File: config.mk
export PLATFORM = sky130hd
export DESIGN_NAME = pwr_dn_seq
export DESIGN_NICKNAME = d
export VERILOG_FILES = /design/src/rtl/pwr_dn_seq.sv
export SDC_FILE = /design/constraint.sdc
export NUM_CORES = 1
export LEC_CHECK = 0
export CAP_MARGIN = 25
export CELL_PAD_IN_SITES_DETAIL_PLACEMENT = 1
export CELL_PAD_IN_SITES_GLOBAL_PLACEMENT = 2
export CORE_ASPECT_RATIO = 0.5
export CORE_MARGIN = 4
export CORE_UTILIZATION = 37
export CTS_CLUSTER_SIZE = 20
export DETAILED_ROUTE_END_ITERATION = 6
export GPL_TIMING_DRIVEN = 1
export HOLD_SLACK_MARGIN = 0.1
export PLACE_DENSITY = 0.88
export SLEW_MARGIN = 5
export SYNTH_ARGS = -nofsm -noshare
export SYNTH_HDL_FRONTEND = slang
export SYNTH_SLANG_ARGS = --single-unit
File: constraint.sdc
create_clock -name iClk -period 3.4 [get_ports iClk]
set_clock_uncertainty 0.1 [all_clocks]
set_input_delay 0.51 -clock iClk [delete_from_list [all_inputs] [get_ports iClk]]
set_output_delay 0.51 -clock iClk [all_outputs]
set_load 0.01 [all_outputs]
File: src/rtl/pwr_dn_seq.sv
// Power-down sequencer: sheds device, node and AUX fan rails in reverse power-up order,
// with dwell timers and power-good fall checks, driving force-off masks to the master.
module pwr_dn_seq #(
  parameter int unsigned TIMER_W       = 16,
  parameter int unsigned DLY_DEV_MS    = 10,
  parameter int unsigned DLY_NODE_MS   = 20,
  parameter int unsigned DLY_FAN_MS    = 1000,
  parameter int unsigned PG_TIMEOUT_MS = 1000
) (
  input  logic       iClk,
  input  logic       iRst,
  input  logic       iTick_1ms,
  input  logic       iDn_Req,
  input  logic       iEmergency,
  input  logic       iFan_Keep,
  input  logic       iFlt_Clr,
  input  logic       iPWRGD_P12V_Nodex,
  input  logic       iPWRGD_P12V_AUX_FAN,
  output logic       oDevices_Off,
  output logic       oNodex_Off,
  output logic       oFan_Off,
  output logic       oDn_Done,
  output logic       oNodex_DN_FLT,
  output logic       oFan_DN_FLT,
  output logic [2:0] oDBG_DN_FSM
);

  typedef enum logic [2:0] {
    StIdle    = 3'd0,
    StDevOff  = 3'd1,
    StNodeOff = 3'd2,
    StFanWait = 3'd3,
    StFanOff  = 3'd4,
    StDone    = 3'd5,
    StFault   = 3'd7
  } state_e;

  localparam logic [TIMER_W-1:0] LdDev  = TIMER_W'(DLY_DEV_MS);
  localparam logic [TIMER_W-1:0] LdNode = TIMER_W'(DLY_NODE_MS);
  localparam logic [TIMER_W-1:0] LdFan  = TIMER_W'(DLY_FAN_MS);
  localparam logic [TIMER_W-1:0] LdPgTo = TIMER_W'(PG_TIMEOUT_MS);

  state_e               state_q, state_d;
  logic [TIMER_W-1:0]   timer_q, timer_d;
  logic                 dwell_q, dwell_d;
  logic                 dev_off_q, dev_off_d;
  logic                 node_off_q, node_off_d;
  logic                 fan_off_q, fan_off_d;
  logic                 done_q, done_d;
  logic                 node_flt_n_q, node_flt_n_d;
  logic                 fan_flt_n_q, fan_flt_n_d;

  logic                 timer_exp;
  logic [TIMER_W-1:0]   timer_dec;
  logic                 to_idle;

  assign timer_exp = iTick_1ms && (timer_q == '0);
  assign timer_dec = (iTick_1ms && (timer_q != '0)) ? timer_q - TIMER_W'(1) : timer_q;

  // State register and all registered outputs.
  always_ff @(posedge iClk or posedge iRst) begin
    if (iRst) begin
      state_q      <= StIdle;
      timer_q      <= '0;
      dwell_q      <= 1'b0;
      dev_off_q    <= 1'b0;
      node_off_q   <= 1'b0;
      fan_off_q    <= 1'b0;
      done_q       <= 1'b0;
      node_flt_n_q <= 1'b1;
      fan_flt_n_q  <= 1'b1;
    end else begin
      state_q      <= state_d;
      timer_q      <= timer_d;
      dwell_q      <= dwell_d;
      dev_off_q    <= dev_off_d;
      node_off_q   <= node_off_d;
      fan_off_q    <= fan_off_d;
      done_q       <= done_d;
      node_flt_n_q <= node_flt_n_d;
      fan_flt_n_q  <= fan_flt_n_d;
    end
  end

  // Next-state and timer. dwell_q splits NODE_OFF into the power-good wait and the
  // post-drop dwell so a power-good glitch cannot restart the dwell.
  always_comb begin
    state_d = state_q;
    timer_d = timer_dec;
    dwell_d = dwell_q;
    unique case (state_q)
      StIdle: begin
        timer_d = '0;
        dwell_d = 1'b0;
        if (iEmergency) begin
          state_d = StNodeOff;
          timer_d = LdPgTo;
        end else if (iDn_Req) begin
          state_d = StDevOff;
          timer_d = LdDev;
        end
      end
      StDevOff: begin
        if (iEmergency || timer_exp) begin
          state_d = StNodeOff;
          timer_d = LdPgTo;
          dwell_d = 1'b0;
        end
      end
      StNodeOff: begin
        if (!dwell_q) begin
          if (!iPWRGD_P12V_Nodex) begin
            dwell_d = 1'b1;
            timer_d = LdNode;
          end else if (timer_exp) begin
            state_d = StFault;
          end
        end else if (timer_exp) begin
          dwell_d = 1'b0;
          if (iFan_Keep) begin
            state_d = StDone;
          end else begin
            state_d = StFanWait;
            timer_d = LdFan;
          end
        end
      end
      StFanWait: begin
        if (iFan_Keep) begin
          state_d = StDone;
        end else if (timer_exp) begin
          state_d = StFanOff;
          timer_d = LdPgTo;
        end
      end
      StFanOff: begin
        if (!iPWRGD_P12V_AUX_FAN) begin
          state_d = StDone;
        end else if (timer_exp) begin
          state_d = StFault;
        end
      end
      StDone: begin
        timer_d = '0;
        if (!iDn_Req && !iEmergency) state_d = StIdle;
      end
      StFault: begin
        timer_d = '0;
        if (iFlt_Clr && !iDn_Req) state_d = StIdle;
      end
      default: begin
        // Unused encoding 6: fail safe with every rail forced off.
        state_d = StFault;
        timer_d = '0;
      end
    endcase
  end

  // Off masks only ever set on a transition; they clear solely on DONE/FAULT -> IDLE.
  always_comb begin
    to_idle      = (state_q == StDone || state_q == StFault) && (state_d == StIdle);
    dev_off_d    = dev_off_q | (state_d != StIdle);
    node_off_d   = node_off_q | (state_d == StNodeOff) | (state_d == StFault);
    fan_off_d    = fan_off_q | (state_d == StFanOff) | (state_d == StFault);
    done_d       = done_q | (state_d == StDone) | (state_d == StFault);
    node_flt_n_d = node_flt_n_q & ~((state_q == StNodeOff) && (state_d == StFault));
    fan_flt_n_d  = fan_flt_n_q & ~((state_q == StFanOff) && (state_d == StFault));
    if (to_idle) begin
      dev_off_d  = 1'b0;
      node_off_d = 1'b0;
      fan_off_d  = 1'b0;
      done_d     = 1'b0;
      if (state_q == StFault) begin
        node_flt_n_d = 1'b1;
        fan_flt_n_d  = 1'b1;
      end
    end
  end

  assign oDevices_Off  = dev_off_q;
  assign oNodex_Off    = node_off_q;
  assign oFan_Off      = fan_off_q;
  assign oDn_Done      = done_q;
  assign oNodex_DN_FLT = node_flt_n_q;
  assign oFan_DN_FLT   = fan_flt_n_q;
  assign oDBG_DN_FSM   = state_q;

endmodule
# Word level (Yosys, flattened, before mapping)
# Index checks and enable logic that the tools add are counted.
# op_classes
add_sub_neg	1
n_eq_ne	11
n_mux	38
bitwise_logic	11
n_reduce_logical	18
# ops
operator	count
16-bit two-way mux	8
16-bit one-hot mux with 5 select lines	1
3-bit two-way mux	13
3-bit one-hot mux with 7 select lines	1
3-bit equality test, second input constant	6
16-bit zero test	1
16-bit nonzero test	1
16-bit by 1-bit subtractor with 16-bit output, second input constant	1
1-bit two-way mux	12
10-bit two-way mux	1
3-bit by 2-bit equality test with 1-bit output, second input constant	3
1-bit logical AND	7
1-bit bitwise OR	7
3-bit zero test	2
3-bit nonzero test	2
4-bit two-way mux	1
3-bit by 1-bit equality test with 1-bit output, second input constant	1
1-bit one-hot mux with 3 select lines	1
1-bit AND	2
1-bit zero test	2
1-bit logical OR	2
2-bit inequality test, second input constant	1
1-bit inverter	2
2-bit AND reduction	1
# totals
reg_bits	26
input_bits	9
output_inout_bits	9
elab_cells	88

# Longest topological paths before layout
# depth
word_depth	12
mapped_depth	10
depth_no_buf	9

# Worst setup path after synthesis
# No wires, ideal clock.
# synth_timing
kind	register -> register
start	register timer_q[0]
end	register dev_off_q (netlist: oDevices_Off)
setup_ns	0.129
arrival_ns	1.934
required_time_ns	3.171
slack_ns	1.238
path_stages_with_launch	10
path_buffers	1
period_less_slack_ns	2.162
path_cell_list	dfrtp_1 inv_1 ha_1 nor3b_1 and4_1 buf_6 nand3_4 a211oi_4 inv_2 a2111o_1
# synth_between
elab_chain_len	9
word_cells_on_any_way	17
classes_between	mux (10); bitwise (1); reduce/logical (6)
# synth_rtl
element	line	source
start, declared	44	logic [TIMER_W-1:0] timer_q, timer_d;
start signal, assigned	74	timer_q <= timer_d;
16-bit zero test (*)	57	assign timer_exp = iTick_1ms && (timer_q == '0);
1-bit logical AND (*)	57	
3-bit two-way mux	115, 139	
3-bit two-way mux	112	if (!iPWRGD_P12V_Nodex) begin
3-bit two-way mux	111	if (!dwell_q) begin
3-bit one-hot mux with 7 select lines (*)	91	unique case (state_q)
net state_d[0]	43	state_e state_q, state_d;
3-bit nonzero test / 3-bit zero test (equally long branches)	162, 161	
1-bit bitwise OR / 1-bit logical AND (equally long branches)	162, 161	
1-bit two-way mux (*)	168	if (to_idle) begin
net dev_off_d	46	logic dev_off_q, dev_off_d;
end signal, assigned	76	dev_off_q <= dev_off_d;
end, declared	46	
# The timed path passes the listed nets; every way through them passes the cells marked *.
# A chain may end at the register's enable or synchronous reset.

# Worst setup path after layout
# layout_timing
start	register timer_q[10]
end	register dev_off_q (netlist: oDevices_Off)
# The elaborated chain is that of the path after synthesis.

==> results by group <==
Outcome
  – Outcome: finished clean

Clock network
  – H-tree lvl count: 1
  – Clk_lat worst skew: 0.28 ns
  – Resized cells post-CTS: 0
  – CTS tree: built
  – Deepest clock path buffer count: 2
  – # clock sinks: 26
  – CTS Root Buffer Type: clkbuf_8
  – Postcts setup bufs: 0
  – CTS Buf Count: 3
  – Worst-path clk slew: 0.10 ns
  – # hold bufs at CTS: 0

Pwr
  – Lkg Pwr: 0.794 nW
  – Worst vdd ir: 504 uV
  – Overall Power: 0.00188 W
  – Power Dens Cells: 935 nW/um^2

Timing
  – Slew @ Worst Pin: 0.586 ns
  – Fin worst setup slack: 0.773 ns
  – # setup viols final: 0
  – Final hold vios: 0
  – Minimum clock period: 2.63 ns
  – Pins Over Slew Limit: 0
  – Setup repair after global routing missed its margin: false
  – Hold slack final: 0.374 ns
  – Max-slew headroom: 60.6%
  – F_max: 381 MHz
  – Final worst-path cycle share: 77.3%
  – Fin Setup TNS: 0 ns

Critical path
  – Crit path required time: 3.47 ns
  – CP Capture Type: flip-flop
  – R2R Path End: oDevices_Off$_DFF_PP0_
  – Worst path arrival time: 2.70 ns
  – Flop2flop setup slack: 0.77 ns
  – Setup CP Type: reg -> reg
  – Worst-path fanout max: 6
  – Crit path launch type: flip-flop
  – Worst r2r path cells: 5
  – RR Startpoint: timer_q[10]$_DFF_PP0_

Cells and area
  – ANT cells: 0
  – Fill cells: 523
  – Fin util: 45.4%
  – Fraction of layout cells with a size suffix above 1: 9.57%
  – Area growth syn-to-layout: 17.9%
  – Net count, final: 221

GRT
  – Global route overflow: 0
  – GRT Overall Usage: 16.4%
  – First-pass GRT wire length: 7.69 mm
  – Initial antenna violation count: 0
  – Vias in the first global route: 1538
  – Pin count of the biggest net entering global routing: 27

Routing
  – Routed len/inst: 17.2 um
  – Violation count after the first detailed-route iteration: 68
  – Detailed Routing Iterations Pass 1: 4
  – Post-route ant nets: 0
  – Post-Route WL: 4.56 mm
  – Vias per cell: 5.50
  – Vias post-DR: 1463
  – # DRC: 0

Hold path
  – Hold Crit Depth: 2
  – Hold Crit Class: reg -> reg
  – Worst hold start: oFan_DN_FLT$_DFF_PP1_
  – Hold EP: oFan_DN_FLT$_DFF_PP1_

Logic synthesis
  – Post-synth ARST share: 100%
  – Post-synth EDFFs: 0
  – Share of the synthesized area in the top cell type: 35.2%
  – Post-Syn Area: 1700 sq um
  – Synth area leaders: dfrtp_1 (35%), nor2_1 (5.5%), xnor2_1 (4.6%)
  – Post-synthesis sequential area ratio: 38.3%
  – Flops & latches, synth: 26
  – Ys flop type: dfrtp_1
  – Avg Inst Size Synth: 8.78 sq um
  – Net count after synthesis: 205
  – Synth Warn #: 0
  – Mapped Cells: 194
  – Distinct cell type count after synthesis: 54
  – Cell accounting for the most synthesized area: dfrtp_1

Floorplanning
  – Die ar.: 5820 sq um
  – Die W: 104 um
  – Core area: 4420 sq um
  – Starting Density: 38.5%
  – Die Ht: 56.0 um
  – Standard-cell rows: 17
  – Ports: 18

Place
  – GP Congestion: 0.864
  – Post-Place Worst Slack: 0.639 ns
  – PortBufs: 17
  – DP HPWL: 3.29 mm

Run
  – Max-cap violations: 0
==> cell families (layout without fill, tap and decap cells) <==
group | after synthesis | after routing | synth area share, %
AOI/OAI and AO/OA | 51 | 51 | 19.8
xor gates and xnor gates | 13 | 13 | 6.68
adders and majority gates | 2 | 2 | 1.47
buffers and inverters | 18 | 33 | 4.48
DFF | 26 | 26 | 38.3
muxes | 2 | 2 | 1.17
and+or+nand+nor | 82 | 82 | 28.1
==> metrics by stage <==
stage	area, sq um	std cells
after floorplan	1700	194
after global placement	1910	261
after detailed placement	1910	261
after CTS	1980	265
after global routing	2010	266
final	2010	266
==> synthesized netlist by cell type, types with 2 or more instances <==
cell type / number
nor2_1: 25
dfrtp_1: 24
o21ai_0: 13
nand2_1: 12
a21oi_1: 10
inv_1: 10
xnor2_1: 9
nor3_1: 7
o21ai_1: 6
clkbuf_1: 5
nand4_1: 4
nor2b_1: 4
or3_1: 4
xor2_1: 4
a31oi_1: 3
nand2b_1: 3
nand3_1: 3
nor4_1: 3
a211oi_1: 2
and4_1: 2
dfstp_2: 2
ha_1: 2
mux2i_1: 2
nor3b_1: 2
o22ai_1: 2
o31ai_1: 2
or4_1: 2
==> cell type report <==
class                   count  area (sq um)  area share, %
clock inverters             1          30.0           1.49
repair buffers             18           198           9.84
inverters                  11          41.3           2.05
well taps                  57          71.3           3.55
multi-input cells         150           975           48.5
flip-flops and latches     26           653           32.5
clock buffers               3          41.3           2.05
==> registers in the layout (all words and copies together) (netlist names) <==
| signal | flops |
|---|---|
| oNodex_Off | 1 |
| oNodex_DN_FLT | 1 |
| dwell_q | 1 |
| oDn_Done | 1 |
| oFan_DN_FLT | 1 |
| oDevices_Off | 1 |
| oDBG_DN_FSM | 3 |
| timer_q | 16 |
| oFan_Off | 1 |
==> power breakdown <==
group / switching, W / internal, W
sequential: 0.000179 / 0.000423
clock: 0.000110 / 0.000158
combinational: 0.000595 / 0.000412
==> worst max-delay path, stage by stage (launching register included) <==
cell and delay (ns):
dfrtp_1 0.43, nor4_2 0.58, nand4_1 0.36, o31ai_1 0.46
nand4_2 0.24, a2111o_1 0.33
==> per-layer routing <==
layer | up-vias | global-route usage, % | share of wire, %
met5 | - | 0 | 0
met4 | 0 | 3.98 | 1.0
met3 | 5 | 3.59 | 2.5
met2 | 17 | 26.3 | 47
met1 | 717 | 22.8 | 50
li1 | 724 | - | -
==> how the worst max path moves through the flow <==
stage / to / cells after the start / from
finish: oDevices_Off$_DFF_PP0_ / 5 / timer_q[10]$_DFF_PP0_
global route: oDevices_Off$_DFF_PP0_ / 7 / timer_q[0]$_DFF_PP0_
CTS: timer_q[10]$_DFF_PP0_ / 6 / timer_q[10]$_DFF_PP0_
detailed placement: oDevices_Off$_DFF_PP0_ / 6 / iTick_1ms
global placement: oDevices_Off$_DFF_PP0_ / 6 / iTick_1ms
floorplan: oDevices_Off$_DFF_PP0_ / 9 / timer_q[0]$_DFF_PP0_
==> cell usage in the layout (no fill, tap or decap), drive strengths merged, types with 2 or more instances in the layout <==
| cell type | instances |
|---|---|
| a21o | 2 |
| o22ai | 2 |
| nand3 | 4 |
| or3 | 5 |
| nor4 | 5 |
| a21oi | 11 |
| nand4 | 5 |
| a31oi | 3 |
| nand2 | 13 |
| and4 | 2 |
| dfstp | 2 |
| or4 | 2 |
| clkdlybuf4s50 | 17 |
| clkbuf | 3 |
| o21ai | 19 |
| nor3 | 7 |
| nor2 | 25 |
| xnor2 | 9 |
| a211oi | 3 |
| mux2i | 2 |
| nor3b | 3 |
| xor2 | 4 |
| nand2b | 3 |
| inv | 11 |
| o31ai | 2 |
| dfrtp | 24 |
| ha | 2 |
| nor2b | 4 |
(Power assumes the default switching activity.)
